--- src/rtl/ram_arbiter.sv ---
// Round-robin two-port arbiter that sequences one access at a time into a
// single-port synchronous ram with one-cycle read latency.
module ram_arbiter #(
  parameter int AW = 12,
  parameter int DW = 32
) (
  input  logic          clk,
  input  logic          rst_n,
  input  logic          p0_req_valid,
  output logic          p0_req_ready,
  input  logic          p0_req_write,
  input  logic [AW-1:0] p0_req_addr,
  input  logic [DW-1:0] p0_req_wdata,
  output logic          p0_rsp_valid,
  output logic [DW-1:0] p0_rsp_rdata,
  input  logic          p1_req_valid,
  output logic          p1_req_ready,
  input  logic          p1_req_write,
  input  logic [AW-1:0] p1_req_addr,
  input  logic [DW-1:0] p1_req_wdata,
  output logic          p1_rsp_valid,
  output logic [DW-1:0] p1_rsp_rdata,
  output logic          ram_write,
  output logic [AW-1:0] ram_addr,
  output logic [DW-1:0] ram_data,
  input  logic [DW-1:0] ram_out
);
  typedef enum logic [1:0] {IDLE, ISSUE, RESP} state_t;

  state_t        state_reg;
  logic          last_reg;
  logic          owner_reg;
  logic          write_reg;
  logic          ram_write_reg;
  logic [AW-1:0] ram_addr_reg;
  logic [DW-1:0] ram_data_reg;
  logic [1:0]    rsp_valid_reg;

  logic [1:0]    valid_vec;
  logic [1:0]    ready_vec;
  logic [1:0]    rsp_valid_vec;
  logic [DW-1:0] rdata_arr [2];
  logic          accepting;
  logic          grant;
  logic          winner;
  logic          sel_write;
  logic [AW-1:0] sel_addr;
  logic [DW-1:0] sel_wdata;
  logic [DW-1:0] resp_data;

  assign valid_vec = {p1_req_valid, p0_req_valid};
  assign accepting = rst_n && (state_reg == IDLE || state_reg == RESP);
  assign grant     = accepting && (|valid_vec);
  // On a tie the port that did not win last time gets the grant.
  assign winner    = (&valid_vec) ? ~last_reg : valid_vec[1];

  assign sel_write = winner ? p1_req_write : p0_req_write;
  assign sel_addr  = winner ? p1_req_addr  : p0_req_addr;
  assign sel_wdata = winner ? p1_req_wdata : p0_req_wdata;

  // ram_out floats after a write edge, so write acks return zero instead.
  assign resp_data = write_reg ? '0 : ram_out;

  // Gating with rst_n kills a write whose ram edge coincides with reset.
  assign ram_write = ram_write_reg & rst_n;
  assign ram_addr  = ram_addr_reg;
  assign ram_data  = ram_data_reg;

  always_ff @(posedge clk) begin
    if (!rst_n) begin
      state_reg     <= IDLE;
      last_reg      <= 1'b1;
      owner_reg     <= 1'b0;
      write_reg     <= 1'b0;
      ram_write_reg <= 1'b0;
      ram_addr_reg  <= '0;
      ram_data_reg  <= '0;
      rsp_valid_reg <= 2'b00;
    end else begin
      ram_write_reg <= 1'b0;
      rsp_valid_reg <= 2'b00;
      case (state_reg)
        ISSUE: begin
          rsp_valid_reg[owner_reg] <= 1'b1;
          state_reg                <= RESP;
        end
        default: begin
          if (grant) begin
            ram_write_reg <= sel_write;
            ram_addr_reg  <= sel_addr;
            ram_data_reg  <= sel_wdata;
            write_reg     <= sel_write;
            owner_reg     <= winner;
            last_reg      <= winner;
            state_reg     <= ISSUE;
          end else begin
            state_reg     <= IDLE;
          end
        end
      endcase
    end
  end

  genvar gi;
  generate
    for (gi = 0; gi < 2; gi++) begin : g_port
      logic [DW-1:0] hold_reg;

      assign ready_vec[gi]     = grant && (winner == 1'(gi));
      assign rsp_valid_vec[gi] = rsp_valid_reg[gi] & rst_n;
      assign rdata_arr[gi]     = rsp_valid_reg[gi] ? resp_data : hold_reg;

      always_ff @(posedge clk) begin
        if (!rst_n) begin
          hold_reg <= '0;
        end else if (rsp_valid_reg[gi]) begin
          hold_reg <= resp_data;
        end
      end
    end
  endgenerate

  assign p0_req_ready = ready_vec[0];
  assign p1_req_ready = ready_vec[1];
  assign p0_rsp_valid = rsp_valid_vec[0];
  assign p1_rsp_valid = rsp_valid_vec[1];
  assign p0_rsp_rdata = rdata_arr[0];
  assign p1_rsp_rdata = rdata_arr[1];
endmodule

--- config.mk ---
export PLATFORM = sky130hd
export DESIGN_NAME = ram_arbiter
export DESIGN_NICKNAME = d
export VERILOG_FILES = /design/src/rtl/ram_arbiter.sv
export SDC_FILE = /design/constraint.sdc
export NUM_CORES = 1
export LEC_CHECK = 0
export CAP_MARGIN = 20
export CORE_AREA = 3 3 116 118
export DETAILED_ROUTE_END_ITERATION = 8
export DIE_AREA = 0 0 119 121
export PLACE_DENSITY = 0.82
export SLEW_MARGIN = 30
export SYNTH_ARGS = -nofsm -noshare
export SYNTH_HDL_FRONTEND = slang
export SYNTH_SLANG_ARGS = --single-unit
--- constraint.sdc ---
create_clock -name clk -period 1.52 [get_ports clk]
set_input_delay 0.152 -clock clk [delete_from_list [all_inputs] [get_ports clk]]
set_output_delay 0.152 -clock clk [all_outputs]
set_load 0.02 [all_outputs]
; Word-level counts from Yosys, hierarchy flattened
; Cells that the tools add are included.
[word_totals]
regBits = 116
in_bits = 126
out_inout_bits = 113
elab_cells = 47
[classes]
n_lt_le_gt_ge = 2
n_eq_ne = 2
n_mux = 11
n_bitwise = 8
reduce_logical = 13
[ops]
columns = cell, n
row1 = $mux W32, 4
row2 = $mux W12, 1
row3 = $reduce_and A2 Y1, 3
row4 = $logic_and A1 B1 Y1, 5
row5 = $not A1 Y1, 5
row6 = $mux W1, 4
row7 = $reduce_or A2 Y1, 2
row8 = $and A1 B1 Y1, 3
row9 = $reduce_or A3 Y1, 1
row10 = $eq A2 B1 Y1 const B, 1
row11 = $eq A2 B2 Y1 const B, 1
row12 = $logic_not A2 Y1, 1
row13 = $lt A1 B2 Y1 const B, 1
row14 = $mux W2, 1
row15 = $demux W1 S1, 1
row16 = $ge A1 B1 Y1 const B, 1
row17 = $logic_or A1 B1 Y1, 1

; Depth between registers and ports, before layout
; Gate-level depths: netlist of run 1.
[depth]
depth_word = 6
mapped_depth = 7
depth_no_buf = 3

; Worst setup path before layout of run 1
; OpenSTA, ideal clock, no wires.
[synth_path]
kind = register to output
from = register state_reg[0]
to = output p0_req_ready
arrival_ns = 1.284
required_time_ns = 1.368
path_slack_ns = 0.084
path_stages_with_launch = 5
n_path_buf = 2
cell_sequence = dfxtp_1 > nand2b_1 > buf_2 > buf_2 > nor3_1
[synth_between]
elab_chain_cells = 5
elab_cells_between_ends = 6
classes_between = eq/ne (1) / reduce/logical (5)
[synth_lines]
columns = element, line_no
row1 = start: declaration, 30  ; state_t state_reg;
row2 = start signal: assignment, 71  ; state_reg <= IDLE;
row3 = start signal: assignment, 85  ; state_reg <= RESP;
row4 = start signal: assignment, 95  ; state_reg <= ISSUE;
row5 = $eq A2 B2 Y1 or $logic_not A2 Y1 (tied branches), 52  ; assign accepting = rst_n && (state_reg == IDLE || state_reg == RESP);
row6 = $logic_or A1 B1 Y1 *, 52
row7 = $logic_and A1 B1 Y1 *, 52
row8 = $logic_and A1 B1 Y1 *, 53  ; assign grant = accepting && (|valid_vec);
row9 = $logic_and A1 B1 Y1 *, 109  ; assign ready_vec[gi] = grant && (winner == 1'(gi));
row10 = end: declaration, 10  ; output logic p0_req_ready,
; Mark *: on every way between the ends. The rest lies on a longest branch, timed or not.

; Worst setup path after layout of run 1
[layout_path]
from = register write_reg
to = output p1_rsp_rdata[9]
[layout_between]
elab_chain_cells = 2
[layout_lines]
columns = element, line_no
row1 = start: declaration, 33  ; logic write_reg;
row2 = start signal: assignment, 92  ; write_reg <= sel_write;
row3 = $mux W32, 62  ; assign resp_data = write_reg ? '0 : ram_out;
row4 = $mux W32, n/a
row5 = end: declaration, 22  ; output logic [DW-1:0] p1_rsp_rdata,
; No other way between the ends.

==> results of run 1 <==
## layout make-up
type                    count  share of cell area, %
clock buffers              23                   5.50
clock inverters             9                   1.41
repair buffers            273                   32.9
flip-flops and latches    116                   26.3
multi-input cells         359                   31.3
inverters                   2                 0.0847
well taps                 172                   2.43
## layer usage
metal	track usage (%)	vias to the layer above	part of all wire, %
li1	-	2385	-
met1	26.6	2545	37
met2	41.0	282	50
met3	9.70	54	9.2
met4	11.4	0	3.8
met5	0	-	0
## path summary, 6_finish.rpt
path,from,endpoint,cells past startpoint
worst max-delay path,write_reg$_SDFFE_PN0P_,p1_rsp_rdata[9],4
worst min-delay path,rst_n,last_reg$_SDFFE_PN1P_,2
worst max register to register,last_reg$_SDFFE_PN1P_,write_reg$_SDFFE_PN0P_,4
worst min register to register,state_reg[1]$_SDFF_PN0_,rsp_valid_reg[0]$_SDFF_PN0_,1
## power by group
part	internal [µW]	total [µW]	leakage [µW]	switching, µW
Clock	2740	4110	0.000299	1380
Combinational	889	1690	0.00261	798
Sequential	3170	3250	0.000946	72.0
Total	6800	9050	0.00385	2250
## critical path, stage by stage, from the launching register on
cell and delay, ps:
dfxtp_4 430, clkbuf_16 230, nor2b_4 60, mux2_4 280
buf_6 140
## layout by cell type, fill, tap and decap left out, types with 8 or more instances in the layout
cell and n:
clkdlybuf4s50_1 124, dfxtp_1 112, o21ai_0 44, buf_12 10
buf_6 60, dlygate4sd2_1 32, a31oi_1 44, buf_2 9
and2_1 70, nor2b_4 8, nand3_1 44, mux2_4 59
nor2b_1 19, buf_4 19, dlymetal6s2s_1 12, nand4_1 44
clkbuf_16 20
## kinds of logic (layout without fill, tap and decap cells)
| family | Yosys count | count (layout) | share of synthesized area (%) |
|---|---|---|---|
| and+or+nand+nor | 201 | 201 | 23.3 |
| DFF | 116 | 116 | 45.4 |
| AOI/OAI and AO/OA | 93 | 93 | 10.7 |
| muxes | 65 | 65 | 14.4 |
| buffers and inverters | 61 | 307 | 6.33 |
## repair_timing
action                                  in CTS  in global routing
endpoints found under the setup margin     100                 79
buffers inserted                             5                  1
gates resized for setup                    416                117
cloned                                       5                  3
## per-stage QoR
stage	hold WS, ps	std cells	power (µW)	util [%]	area [µm²]
after floorplan	312	536	4020	-	5120
after global placement	412	909	4770	61.0	7660
after detailed placement	412	909	4810	61.0	7660
after CTS	19.0	951	8930	67.0	8420
after global routing	48.5	954	9350	70.5	8870
final	48.0	954	9050	70.5	8870
==> impl_metrics.yaml, run 1 <==
run_status:
  status: "finished with violations"
  violations: "setup timing"
critical_path:
  reg2reg_slack_ps: 70
  critical_path_class: "reg -> out"
  end_kind: "output port"
  cp_max_fo: 8
  crit_required_ps: 1370
  cp-start-kind: "register"
  cp.arrival_ps: 1550
cells_and_area:
  multiInputGateArea_mm2: 0.00278
  regArea_mm2: 0.00233
  nNetsFinal: 895
  n_antenna_cell: 0
  layout-drive-gt1-share_pct: 28.4
  synthToLayoutAreaGrowth_pct: 73.2
  n_fill_cell: 916
  largest_register_ffs: 64
timing:
  setup_tns_ps: -9060
  finalHoldViolations: 0
  final.min_clock_period_ps: 1700
  setup_viol: 64
  post-route-period-util_pct: 112
  slew_violations: 0
  fmax_mhz: 589
  fin_skew_ps: 9.59
  relSlewSlack_pct: 70.9
  worst_pin_slew_ps: 436
  grt_setup_unrepaired: "true"
  finalWorstSetupSlack_ps: -177
routing:
  totalWireLength_um: 19100
  wire_per_inst_um: 20.1
  drt-pass1-iter-count: 5
  via_per_inst: 5.52
  vias: 5266
  drc: 0
  drtIter0Drc: 308
  antenna_left: 0
logic_synthesis:
  synth_nets: 662
  yosysSeqAreaShare_pct: 45.4
  yosys_warnings: 0
  synth.avg_cell_area_um2: 9.55
  synth_common_cells: "dfxtp_1 (116), and2_1 (70), mux2_2 (64)"
  synth-edff-count: 0
  synth_top_area_share_pct: 45.4
  yosysMostFrequentCell: "dfxtp_1"
  syn_area_mm2: 0.00512
  synth_cells: 536
  ys_async_sr_fraction_pct: 0
  ys_ff_latch: 116
  ys_types: 26
  ys.flop_type: "dfxtp_1"
  yosysTopAreaCell: "dfxtp_1"
  ys_top_cells_by_area: "dfxtp_1 (45%), mux2_2 (14%), and2_1 (8.6%)"
placement:
  dp_hpwl_um: 11500
  numPortBuffers: 238
  gp_congestion: 0.794
  pre_cts_slack_ps: -300
grt:
  grt_max_degree: 49
  antenna_found_initial: 0
  grtUsageTotal_pct: 24.3
  grt_pass1_vias: 5244
  overflow: 0
  grt_pass1_wl_um: 27600
clocking:
  ctsHoldBuffers: 0
  cts_buffer_depth: 2
  insertion_delay_ps: 410
  path_clk_slew_ps: 50
  cts_made_buffers: 17
  htreeDepth: 4
  clock-sinks: 116
  cts_root_buf: "clkbuf_16"
  cts_tree: "built"
floorplan:
  dieArea_mm2: 0.0144
  die_y_um: 121
  start_util_pct: 40.7
  rows: 41
  core_area_mm2: 0.0126
  ioPinCount: 239
  die_w_um: 119
job:
  maxCapViolCount: 0
pwr:
  power.leakage_uw: 0.00385
  max-vdd-ir-drop_mv: 0.652
  power_density_mw_per_mm2: 1020
worst_hold_path:
  worstHoldPathType: "in -> reg"
Note: power is estimated with default switching activity, not from simulation.
==> inputs of run 2 (changes only) <==
--- a/config.mk
+++ b/config.mk
@@ -10,7 +10,6 @@
 export DETAILED_ROUTE_END_ITERATION = 8
 export DIE_AREA = 0 0 119 121
 export PLACE_DENSITY = 0.82
-export SLEW_MARGIN = 30
 export SYNTH_ARGS = -nofsm -noshare
 export SYNTH_HDL_FRONTEND = slang
 export SYNTH_SLANG_ARGS = --single-unit
==> results of run 2 <==
Same layout as run 1: the final DEF is identical, and so are final timing and power.
